[src/rtl/hazard_ctrl_pkg.sv]
// hazard_ctrl_pkg: shared FSM state, control bundle and constants for the hazard controller
package hazard_ctrl_pkg;
    typedef enum logic {RUN, HALT} state_t;
    typedef struct packed {
        logic pc_en;
        logic ifid_en;
        logic idex_en;
        logic exmem_en;
        logic memwb_en;
        logic ifid_zero;
        logic idex_zero;
        logic exmem_zero;
        logic memwb_zero;
    } ctrl_t;
    localparam logic [4:0] REG_ZERO = 5'd0;
    localparam ctrl_t CTRL_RUN   = ctrl_t'(9'b11111_0000);
    localparam ctrl_t CTRL_STALL = ctrl_t'(9'b00111_0100);
    localparam ctrl_t CTRL_BR    = ctrl_t'(9'b11111_1100);
    localparam ctrl_t CTRL_HALT  = ctrl_t'(9'b00000_0000);
    localparam ctrl_t CTRL_RST   = ctrl_t'(9'b00000_1111);
endpackage

[src/rtl/mdu_occupancy_cnt.sv]
// mdu_occupancy_cnt: load/decrement counter tracking how long HI/LO stays busy
module mdu_occupancy_cnt #(
    parameter int MUL_CYCLES = 4,
    parameter int DIV_CYCLES = 32
) (
    input  logic clk,
    input  logic rst,
    input  logic start,
    input  logic is_div,
    output logic busy
);
    localparam int MAXC = (MUL_CYCLES > DIV_CYCLES) ? MUL_CYCLES : DIV_CYCLES;
    localparam int W = $clog2(MAXC + 1);
    logic [W-1:0] cnt;
    always_ff @(posedge clk or posedge rst) begin
        if (rst) cnt <= '0;
        else if (start) cnt <= is_div ? W'(DIV_CYCLES) : W'(MUL_CYCLES);
        else if (cnt != '0) cnt <= cnt - W'(1);
    end
    assign busy = (cnt != '0);
endmodule

[src/rtl/hazard_ctrl.sv]
// hazard_ctrl: pipeline stall/flush generation, halt FSM and stall-cycle counter
module hazard_ctrl
    import hazard_ctrl_pkg::*;
#(
    parameter int MUL_CYCLES = 4,
    parameter int DIV_CYCLES = 32
) (
    input  logic        clk,
    input  logic        rst,
    input  logic [4:0]  id_rs,
    input  logic [4:0]  id_rt,
    input  logic        id_uses_rs,
    input  logic        id_uses_rt,
    input  logic        id_uses_hilo,
    input  logic        ex_memtoreg,
    input  logic [4:0]  ex_wreg,
    input  logic        ex_mdu_start,
    input  logic        ex_is_div,
    input  logic        branch_taken,
    input  logic        halt_req,
    input  logic        go,
    output logic        pc_en,
    output logic        ifid_en,
    output logic        idex_en,
    output logic        exmem_en,
    output logic        memwb_en,
    output logic        ifid_zero,
    output logic        idex_zero,
    output logic        exmem_zero,
    output logic        memwb_zero,
    output logic        mdu_busy,
    output logic        halted,
    output logic [31:0] stall_cycles
);
    state_t state, state_nx;
    ctrl_t  c;
    logic   lu, mh;
    mdu_occupancy_cnt #(.MUL_CYCLES(MUL_CYCLES), .DIV_CYCLES(DIV_CYCLES)) u_mdu (
        .clk    (clk),
        .rst    (rst),
        .start  (ex_mdu_start && state == RUN),
        .is_div (ex_is_div),
        .busy   (mdu_busy)
    );
    assign lu = ex_memtoreg && ex_wreg != REG_ZERO &&
                ((id_uses_rs && id_rs == ex_wreg) || (id_uses_rt && id_rt == ex_wreg));
    assign mh = mdu_busy && id_uses_hilo;
    // Reset forces flushes combinationally so the pipeline is cleared while rst is held
    always_comb begin
        c = rst ? CTRL_RST : state == HALT ? CTRL_HALT : branch_taken ? CTRL_BR :
            (lu || mh) ? CTRL_STALL : CTRL_RUN;
        state_nx = (state == RUN && halt_req) ? HALT : (state == HALT && go) ? RUN : state;
    end
    always_ff @(posedge clk or posedge rst) begin
        if (rst) begin
            state <= RUN;
            stall_cycles <= '0;
        end else begin
            state <= state_nx;
            if (state == RUN && !c.pc_en && stall_cycles != '1) stall_cycles <= stall_cycles + 32'd1;
        end
    end
    assign {pc_en, ifid_en, idex_en, exmem_en, memwb_en, ifid_zero, idex_zero, exmem_zero, memwb_zero} = c;
    assign halted = (state == HALT);
endmodule

[config.mk]
export PLATFORM = sky130hd
export DESIGN_NAME = hazard_ctrl
export DESIGN_NICKNAME = d
export VERILOG_FILES = /design/src/rtl/hazard_ctrl_pkg.sv /design/src/rtl/mdu_occupancy_cnt.sv /design/src/rtl/hazard_ctrl.sv
export SDC_FILE = /design/constraint.sdc
export NUM_CORES = 1
export LEC_CHECK = 0
export ABC_CLOCK_PERIOD_IN_PS = 2100
export CORE_MARGIN = 2
export CORE_UTILIZATION = 47
export DETAILED_ROUTE_END_ITERATION = 6
export PLACE_DENSITY = 0.81
export SYNTH_ARGS = -nofsm -noshare
export SYNTH_HDL_FRONTEND = slang
export SYNTH_SLANG_ARGS = --single-unit
[constraint.sdc]
create_clock -name clk -period 2.1 [get_ports clk]
set_input_delay 0.42 -clock clk [delete_from_list [all_inputs] [get_ports clk]]
set_output_delay 0.42 -clock clk [all_outputs]
set_load 0.005 [all_outputs]
# == Word level (Yosys, flattened, before mapping) ==
# Cells that the tools add are included.
# op_classes
addsub,2
n_eq_ne,3
n_mux,9
bitwise_logic,1
reduce_logical,17
# op_table
op,n
$mux 9,4
$add 32x1->32 const B,1
$ne 32x32->1 const B,1
$mux 6,3
$eq 5x5->1,2
$logic_and 1x1->1,10
$reduce_bool 6->1,1
$sub 6x1->6 const B,1
$reduce_bool 5->1,1
$reduce_bool 2->1,2
$logic_or 1x1->1,2
$mux 1,2
$logic_not 1->1,1
$not 1->1,1
# word_totals
ff_bits,39
inputBits,26

# == Longest topological paths before layout ==
# logic_depth
word_depth,12
ltp_mapped,9

# == By module ==
# From an unflattened synthesis, not the netlist that was laid out.
# unflattened
cells_unflattened,223
area_unflattened_um2,2248.4
# modules_own_cells
module,instances,cells_per_inst,area_each_um2,seq_area_each_um2
hazard_ctrl,1,188,1891.8,825.8
mdu_occupancy_cnt,1,35,356.6,150.1

# == Worst setup path before layout ==
# OpenSTA, ideal clock, no wires.
# synth_timing
path_type,input to output
startpoint,input ex_wreg[1]
endpoint,output pc_en
arrival_time_ns,1.541
t_required_ns,1.680
slack_ns,0.139
cell_stages,6
path_buffers,1
path_cell_list,or4_1 -> o21ai_1 -> nor2b_1 -> a21oi_1 -> o21a_1 -> buf_4
# synth_via
elab_chain_cells,9
word_cells_on_any_way,13
classes_between,eq/ne (2); mux (4); reduce/logical (7)
# synth_rtl
item,line_no,source
"start, declared",hazard_ctrl.sv:16,"input logic [4:0] ex_wreg,"
$eq 5x5->1,hazard_ctrl.sv:46,((id_uses_rs && id_rs == ex_wreg) || (id_uses_rt && id_rt == ex_wreg));
$logic_and 1x1->1,hazard_ctrl.sv:46,
$logic_or 1x1->1,hazard_ctrl.sv:46,
$logic_and 1x1->1 *,hazard_ctrl.sv:45,assign lu = ex_memtoreg && ex_wreg != REG_ZERO &&
$logic_or 1x1->1 *,hazard_ctrl.sv:51,(lu || mh) ? CTRL_STALL : CTRL_RUN;
$mux 9 *,hazard_ctrl.sv:51,
$mux 9 * (3 in series),hazard_ctrl.sv:50,c = rst ? CTRL_RST : state == HALT ? CTRL_HALT : branch_taken ? CTRL_BR :
"end, declared",hazard_ctrl.sv:22,"output logic pc_en,"
# Mark *: on every way between the ends. The rest lies on a longest branch, timed or not.

# == Worst setup path after layout ==
# layout_timing
startpoint,input ex_wreg[2]
endpoint,output ifid_en
# layout_via
elab_chain_cells,9
word_cells_on_any_way,13
classes_between,eq/ne (2); mux (4); reduce/logical (7)
# layout_rtl
item,line_no,source
$eq 5x5->1,hazard_ctrl.sv:46,
$logic_and 1x1->1,hazard_ctrl.sv:46,
$logic_or 1x1->1,hazard_ctrl.sv:46,
$logic_and 1x1->1 *,hazard_ctrl.sv:45,
$logic_or 1x1->1 *,hazard_ctrl.sv:51,
$mux 9 *,hazard_ctrl.sv:51,
$mux 9 * (3 in series),hazard_ctrl.sv:50,
"end, declared",hazard_ctrl.sv:23,"output logic ifid_en,"
# Marked as above.

==> reports/metrics.csv <==
stage,metric,value,unit
run_status,status,completed,
power,Pwr Density,785,nW/um^2
worst_setup_path,timing endpoint of the critical path,ifid_en,
placement,Post-DP HPWL,3.61,mm
worst_setup_path,worst path arrival time,1.65,ns
logic_synthesis,Netlist cell types,40,
worst_setup_path,Worst R2R Setup Slack,0.07,ns
floorplanning,I/O pin count,69,
worst_setup_path,CP endpoint kind,output pin,
layout,diodes inserted,0,
sta,"Slew Viols, Final",0,
global_route,M3 GR Usage,4.31,%
global_route,first-pass GRT wire length,8.41,mm
clock_tree,Worst-path clk slew,0.07,ns
layout,Reg area,977,um^2
worst_setup_path,buffers plus inverters on the worst setup path,3,
logic_synthesis,asr flop ratio synth,100,%
worst_setup_path,Worst Path Required,1.68,ns
worst_setup_path,cell mode on critical path,buf_6,
layout,post-route insts no fill,373,
worst_setup_path,Critical Path Max Stage Delay,0.22,ns
logic_synthesis,Post-Syn Nets,253,
logic_synthesis,post-synthesis simple-gate area fraction,25.2,%
sta,Max Fclk,0.483,GHz
sta,Final Setup Violations,0,
layout,fraction of layout cells with a size suffix above 1,22.7,%
global_route,Congestion Overflow GR,0,
worst_setup_path,Worst path depth,9,
layout,filler instances,318,
logic_synthesis,number of flops mapped to enable cells by yosys,0,
logic_synthesis,largest family of logic cells by synthesized area,simple AND/OR/NAND/NOR gates,
sta,hold_ws,0.458,ns
clock_tree,Longest Clk Path Bufs,2,
clock_tree,cts hold-fix bufs,0,
global_route,initial antenna violation count,0,
logic_synthesis,Post-Syn Area,2200,um^2
route,Remaining DRCs,0,
global_route,GRT Total Usage,20.6,%
logic_synthesis,XOR/XNOR Fraction of Synth Area,17.9,%
layout,Nets,350,
logic_synthesis,Synth Area per Inst,9.80,um^2
sta,clock skew,0.00634,ns
power,Combinational Power Share,37.6,%
worst_setup_path,crit-path max FO,2,
placement,routability cong.,0.764,
worst_setup_path,reg2reg end,stall_cycles[21],
global_route,met1 Usage GRT,25.1,%
floorplanning,core area,4410,um^2
floorplanning,Die Area,5230,um^2
clock_tree,Root Driver,clkbuf_8,
global_route,met2 Use GR,35.1,%
route,DR WL/cell,14.3,um
clock_tree,CTS tree,yes,
placement,DP Cell Count,355,
sta,min Tclk post-route,2.07,ns
route,vias per cell,5.27,
logic_synthesis,most area-consuming cells after synthesis,"dfrtp_1 44%, xor2_1 11%, xnor2_1 7.2%, nor3_1 4.3%, nand2_1 3.6%",
power,Leak,1.56,nW
clock_tree,clk sink count,39,
floorplanning,Die Ht,72.4,um
placement,port bufs,68,
logic_synthesis,multiplexer area fraction after synthesis,0.684,%
sta,RSZ-0062 raised after global routing,yes,
layout,area of the multi-input gates,1190,um^2
global_route,number of global-route vias before repair,1911,
power,Clk pwr share,23.6,%
logic_synthesis,top-area cell type share of the netlist area,44.4,%
global_route,GR peak layer,met2,
power,NetSw,0.000798,W
worst_setup_path,CP cell instances,buf_6 > buf_6 > xnor2_2 > nand4_1 > o22ai_2 > nor2b_4 > a21oi_2 > o21a_1 > buf_2,
sta,Worst Tran Pin Value,0.494,ns
logic_synthesis,Synth Area in Compound Gates,4.27,%
clock_tree,total CTS buffers,5,
worst_setup_path,Critical Path Source Type,input pin,
worst_setup_path,R2R Path Start,stall_cycles[0],
route,DR pass1 iterations,4,
floorplanning,die extent in x,72.4,um
logic_synthesis,Syn Inst Count,224,
run,max_cap viols,0,
logic_synthesis,"area leader, netlist",dfrtp_1,
power,sequential power share,38.8,%
global_route,pin count of the biggest net entering global routing,40,
logic_synthesis,Yosys reg bits,39,
sta,Worst slew margin,67.0,%
route,ANT nets after route,0,
power,Sw Ratio,30.8,%
route,vias after detailed routing,1966,
worst_hold_path,type of the tightest min-delay check,in -> async,
floorplanning,Cell Rows,24,
power,Internal Power,0.00179,W
clock_tree,worst-skew pair later-pin latency,0.29,ns
layout,Syn-to-layout area delta,50.3,%
worst_setup_path,Critical-path top delay cell,o22ai_2,
sta,period utilisation layout,98.7,%
worst_setup_path,launch point of the critical path,ex_wreg[2],
power,Worst VDD drop,0.496,mV
worst_setup_path,depth of the most critical reg-to-reg path,7,
worst_setup_path,Crit path max-delay family,compound AO/OA/AOI/OAI gates,
route,final wirelength,5.34,mm
floorplanning,Initial Util,49.7,%
logic_synthesis,Post-Synth Adder-Cell Area,1.71,%
layout,Final Util,74.8,%
clock_tree,maximum level of the CTS H-tree,2,
worst_setup_path,WS Path Type,in -> out,
sta,endpoints failing hold,0,
route,1st-iter DRT viols,129,
logic_synthesis,post-synthesis sequential area ratio,44.4,%
logic_synthesis,top_reg_cell synth,dfrtp_1,
logic_synthesis,synth warn,0,
[power groups by stage]
stage / logic, W / clock network [W] / registers, W
finish: 0.000975 / 0.000610 / 0.00101
CTS: 0.000876 / 0.000619 / 0.000998
global route: 0.00107 / 0.000649 / 0.00102
global placement: 0.000785 / 0 / 0.00100
floorplan: 0.000425 / 0 / 0.00100
detailed placement: 0.000800 / 0 / 0.00101
[cells by family after synthesis]
family,Yosys count
XOR/XNOR,45
multiplexers,1
adder cells (fa/ha/maj),3
AO/OA/AOI/OAI,14
AND/OR/NAND/NOR,102
flip-flops,39
buffers and inverters,20
[registers in the layout, summed over array words and instances, names as in the netlist]
register and cells:
halted 1, stall_cycles 32, u_mdu.cnt 6
[layout make-up]
type	count	share of cell area [%]
well taps	52	1.97
clock inverters	1	0.910
flip-flops and latches	39	29.6
repair buffers	103	28.5
clock buffers	6	2.20
multi-input cells	165	36.0
inverters	7	0.796
[per-stage QoR]
stage	cell area [um^2]	total power, W	setup WS (ns)	TNS, ns
CTS	3170	0.00249	-0.00398	-0.00669
finish	3300	0.00259	0.0275	0
global placement	3030	0.00179	-0.741	-15.95
floorplan	2200	0.00143	0.139	0
detailed placement	3030	0.00181	-0.751	-16.63
global route	3300	0.00275	-0.0502	-0.511
[cell usage after synthesis, types with 2 or more instances]
cell      count
a21oi_1       3
and3_1        3
buf_2         2
buf_4         7
buf_6         3
dfrtp_1      39
ha_1          3
inv_1         7
nand2_1      21
nand3_1      10
nand4_1      10
nand4b_1      3
nor2_1       12
nor2b_1       2
nor3_1       19
nor3_2        2
nor4_1        9
o21a_1        2
o21ai_0       2
or3_1         2
xnor2_1      18
xor2_1       27
[layer usage]
layer | up-vias | wire length, um
met5 | - | 0
met1 | 930 | 2230
met4 | 0 | 98
met2 | 64 | 2710
li1 | 964 | -
met3 | 8 | 303
[cells in the final DEF, fill, tap and decap left out, types with 3 or more instances in the layout]
master and instances:
and3_1 3, buf_2 4, buf_4 30, buf_6 7
clkbuf_8 5, clkdlybuf4s15_1 3, clkdlybuf4s50_1 47, dfrtp_1 38
dlygate4sd2_1 7, inv_1 5, nand2_1 21, nand3_1 10
nand4_1 10, nand4b_1 3, nor2_1 11, nor3_1 18
nor4_1 9, xnor2_1 14, xnor2_2 4, xor2_1 27
[how the worst min path moves through the flow]
| stage | from | end | cells past startpoint | slack [ns] |
|---|---|---|---|---|
| after detailed placement | stall_cycles[29] | stall_cycles[29] | 1 | 0.48 |
| after CTS | stall_cycles[29] | stall_cycles[29] | 1 | 0.49 |
| final | rst | u_mdu.cnt[1] | 4 | 0.46 |
| after global placement | stall_cycles[29] | stall_cycles[29] | 1 | 0.47 |
| after global routing | rst | stall_cycles[9] | 4 | 0.52 |
| after floorplan | stall_cycles[29] | stall_cycles[29] | 1 | 0.48 |
[tightest hold or removal path, stage by stage]
cell and delay [ns]:
dlymetal6s2s_1 0.16, buf_4 0.15, inv_1 0.04, buf_4 0.41
[what timing repair did]
action,4_1_cts,5_1_grt
setup endpoints to repair,37,39
pin swaps,17,11
buffers inserted,4,7
resized for setup,50,26
(Power assumes the default switching activity.)
==> RTL edit 1, RTL diff (same flow settings) <==
The package constant `REG_ZERO` goes from 5'd0 to 5'd1.
--- a/src/rtl/hazard_ctrl_pkg.sv
+++ b/src/rtl/hazard_ctrl_pkg.sv
@@ -14,3 +14,3 @@
     } ctrl_t;
-    localparam logic [4:0] REG_ZERO = 5'd0;
+    localparam logic [4:0] REG_ZERO = 5'd1;
     localparam ctrl_t CTRL_RUN   = ctrl_t'(9'b11111_0000);
Behaviour: not the same (a bounded check fails within 4 cycles, from zero or initial values and one cycle with rst high).
==> RTL edit 1 against the unedited design <==
- design area up 3.4%
- combinational power about the same
- area after synthesis up 1.0%
- sequential cell count unchanged
- clock skew about the same
- setup slack worse by 0.027 ns
- core utilization up 2.0 points
- first-iteration DRC count up 7.8%
- routed wire length up 9.5%
- power down 4.0%
- sequential share of layout area down 0.97 points
- critical endpoint unchanged
- non-clock buffer count down 9
- sequential power about the same
- die area up 0.97%
==> RTL edit 1: results <==
group,metric,value,unit
status,status,"complete, no violations",
synthesis,synthTopCellsByCount,"39 x dfrtp_1, 31 x xor2_1, 20 x nand2_1",
cells_and_area,drive_gt1_share,26.6,%
cells_and_area,buffers_excl_clock,94,
setup_path,reg2reg_slack,0.03,ns
synthesis,synth_seq_area_share,44.0,%
sta,max-slew-margin-rel,67.9,%
route,wl_met3,214,microns
cells_and_area,inv_count,6,
sta,finClkSkew,0.00635,ns
cells_and_area,num-multi-input-gates,162,
cells_and_area,fin_nets,337,
cells_and_area,clockNetworkAreaShare,2.57,%
place,place_congestion,0.845,
power,irDropWorstVdd,0.430,mV
global_routing,gr-usage-met2,36.4,%
synthesis,synth_nets,248,
power,leakage,1.57,nW
route,drtIter0Drc,139,
cells_and_area,layout.nonclk_buf_share,25.9,%
route,drt_wl_total,5.85,mm
global_routing,grt_pass1_wl,8.83,mm
global_routing,grt_pass1_vias,1918,
global_routing,met1_usage,27.0,%
place,dpl-instance-area,3060,sq um
setup_path,critPathArrivalTime,1.68,ns
global_routing,use_met3,4.01,%
cells_and_area,multi_input_area_share,40.3,%
sta,hold_slack,0.484,ns
synthesis,synthTopCellsByArea,"dfrtp_1 44%, xor2_1 12%, xnor2_1 5.5%, nand2_1 3.4%, nor4_1 2.8%",
global_routing,grt_usage,21.4,%
==> RTL edit 1: cell families after synthesis <==
| family | Yosys count | share of synthesized area (%) |
|---|---|---|
| flip-flops | 39 | 44.0 |
| AO/OA/AOI/OAI | 16 | 6.26 |
| multiplexers | 1 | 0.677 |
| buffers and inverters | 18 | 4.74 |
| adder cells (fa/ha/maj) | 3 | 1.69 |
| XOR/XNOR | 45 | 17.8 |
| AND/OR/NAND/NOR | 97 | 24.9 |
==> RTL edit 1: power by group <==
group	internal [mW]	leakage [nW]	switching (mW)	total [mW]
registers	0.875	0.511	0.130	1.01
logic	0.552	1.01	0.421	0.974
clock network	0.258	0.0470	0.251	0.509
total	1.69	1.57	0.802	2.49
==> RTL edit 1: worst max-delay path: stages <==
cell,delay (ns)
buf_6,0.09
or4b_4,0.54
o21ai_4,0.19
nor2b_4,0.06
a21oi_2,0.12
o21a_1,0.14
buf_2,0.11
==> RTL edit 1: metrics by stage <==
step                      utilization, %  worst slack, ns  instances  setup TNS, ns
after floorplan                        -            0.126        219              0
after global placement              68.8           -0.691        349         -14.60
after detailed placement            68.8           -0.727        349         -15.09
after CTS                           72.3        -0.000110        361      -0.000110
after global routing                76.8          -0.0867        360         -0.486
final                               76.8         0.000363        360              0
==> RTL edit 1: final timing paths <==
path,endpoint,cells after the start
max,ifid_en,7
min in group clk,stall_cycles[18],1
min,u_mdu.cnt[2],4
min reg2reg,stall_cycles[18],1
max reg2reg,stall_cycles[18],8
max in group asynchronous,halted,4
==> RTL edit 1: what timing repair did <==
item | 4_1_cts | 5_1_grt
gates cloned | 0 | 1
buffers inserted | 5 | 0
resized for setup | 53 | 37
pin swaps | 17 | 17
endpoints found under the setup margin | 38 | 35
==> RTL edit 2, RTL diff (config.mk and constraints unchanged) <==
Without the edit above. Add an input register stage for `ex_is_div`; this delays it by one clock. The other inputs are not delayed to match.
--- a/src/rtl/hazard_ctrl.sv
+++ b/src/rtl/hazard_ctrl.sv
@@ -34,2 +34,9 @@
 );
+
+    logic ex_is_div_q;
+
+    always_ff @(posedge clk) begin
+        ex_is_div_q <= ex_is_div;
+    end
+
     state_t state, state_nx;
@@ -41,3 +48,3 @@
         .start  (ex_mdu_start && state == RUN),
-        .is_div (ex_is_div),
+        .is_div (ex_is_div_q),
         .busy   (mdu_busy)
Formal check against the unedited RTL: not equivalent (a bounded check fails within 10 cycles, from zero or initial values and one cycle with rst high).
==> RTL edit 2 against the unedited design <==
- the flow now finishes with violations (negative setup slack)
- combinational power increased by 5%
- critical path type unchanged
- critical path depth decreased by 1
- setup slack got worse by 0.050 ns
- power decreased by 1.9%
- design area increased by 4.1%
- die area increased by 0.87%
- area after synthesis increased by 0.91%
- clock skew about the same
- routed wire length increased by 12%
- sequential cell count increased by 1
- non-clock buffer count decreased by 1
==> RTL edit 2: results <==
group,metric,value,unit
sta,setup_viol,2,
synthesis,synth.distinct_cells,41,
synthesis,ys_async_sr_fraction,97.5,%
setup_path,reg2reg_from,"stall_cycles[3]",
status,status,"finished, violations left",
global_routing,grt_usage,22.3,%
sta,hold_slack,0.453,ns
route,drtIter0Drc,179,
route,wl_met2,3.22,mm
clock_network,clockBufferDepth,2,
sta,max-slew-margin-rel,67.1,%
setup_path,critPathArrivalTime,1.70,ns
sta,finClkSkew,0.00634,ns
sta,fin_ws,-0.0227,ns
power,p_int,1.70,mW
status,failed_checks,"negative setup slack",
global_routing,grt_pass1_vias,2000,
route,wl_met3,310,microns
synthesis,synthTopCellsByArea,"dfrtp_1 44%, xor2_1 11%, xnor2_1 7.1%, nor3_1 4.3%, nand2_1 3.6%",
power,irDropWorstVdd,0.422,mV
setup_path,r2r_end,"stall_cycles[9]",
global_routing,grt_pass1_wl,9.10,mm
place,place_congestion,0.770,
route,wl_per_cell,16.0,microns
power,leakage,1.56,nW
route,wl_met1,2.34,mm
clock_network,htree_num_levels,2,
synthesis,synth_seq_area_share,44.9,%
cells_and_area,top_regs,"stall_cycles (32), u_mdu.cnt (6)",
route,firstDrtPassIters,6,
place,dp_hpwl,3.93,mm
route,viasPerCell,5.50,
synthesis,ys.warnings.count,0,
synthesis,synth_nets,254,
setup_path,reg2reg_slack,0.05,ns
cells_and_area,drive_gt1_share,25.2,%
sta,tns,-0.0443,ns
RTL edit 2: worst max path at each step:
| stage | from | endpoint |
|---|---|---|
| global route | ex_wreg[1] | pc_en |
| global placement | ex_wreg[1] | ifid_en |
| detailed placement | ex_wreg[1] | pc_en |
| floorplan | ex_wreg[1] | pc_en |
| CTS | ex_wreg[1] | pc_en |
| finish | id_rt[4] | pc_en |
RTL edit 2: kinds of logic after synthesis:
family                   Yosys count  share of synthesized area (%)
buffers and inverters             20                           5.70
AND/OR/NAND/NOR                  102                           25.0
XOR/XNOR                          45                           17.8
adder cells (fa/ha/maj)            3                           1.69
flip-flops                        40                           44.9
multiplexers                       1                          0.677
AO/OA/AOI/OAI                     14                           4.23
RTL edit 2: per-layer routing:
metal  global-route usage [%]  vias to the layer above
li1                         -                      966
met4                     9.67                        0
met1                     25.0                     1001
met2                     39.8                       79
met5                        0                        -
met3                     5.39                       11
RTL edit 2: power by group through the flow:
stage               clock, mW  combinational [mW]  sequential, mW
finish                  0.500                1.02            1.02
global route            0.539                1.11            1.04
CTS                     0.500               0.891            1.01
detailed placement          0               0.890            1.02
global placement            0               0.859            1.01
floorplan                   0               0.425            1.02
RTL edit 2: per-stage QoR:
stage	std cells	setup slack [ns]	total power [mW]	util [%]	area, sq um
after CTS	370	-0.0224	2.40	71.3	3170
after detailed placement	360	-0.775	1.91	69.4	3080
after global routing	374	-0.105	2.69	77.3	3440
after global placement	360	-0.742	1.86	69.4	3080
after floorplan	225	0.139	1.45	-	2220
final	374	-0.0227	2.54	77.3	3440
RTL edit 2: cell type report:
type / count / area (sq um)
inverters: 7 / 26.3
repair buffers: 102 / 955
flip-flops and latches: 40 / 996
multi-input cells: 165 / 1320
fillers: 314 / 1010
well taps: 52 / 65.1
clock buffers: 8 / 80.1
RTL edit 2: worst max-delay path, stage by stage:
cell,delay [ns]
dlygate4sd2_1,0.26
xnor2_2,0.18
nand4_1,0.14
o22ai_2,0.19
nor2b_4,0.18
a21oi_2,0.04
o21a_1,0.17
buf_2,0.12
RTL edit 2: repair_timing:
item,4_1_cts,5_1_grt
setup endpoints to repair,39,23
cloned,0,1
hold buffers,0,0
pin swaps,17,21
gates resized for setup,52,43
setup buffers,2,3
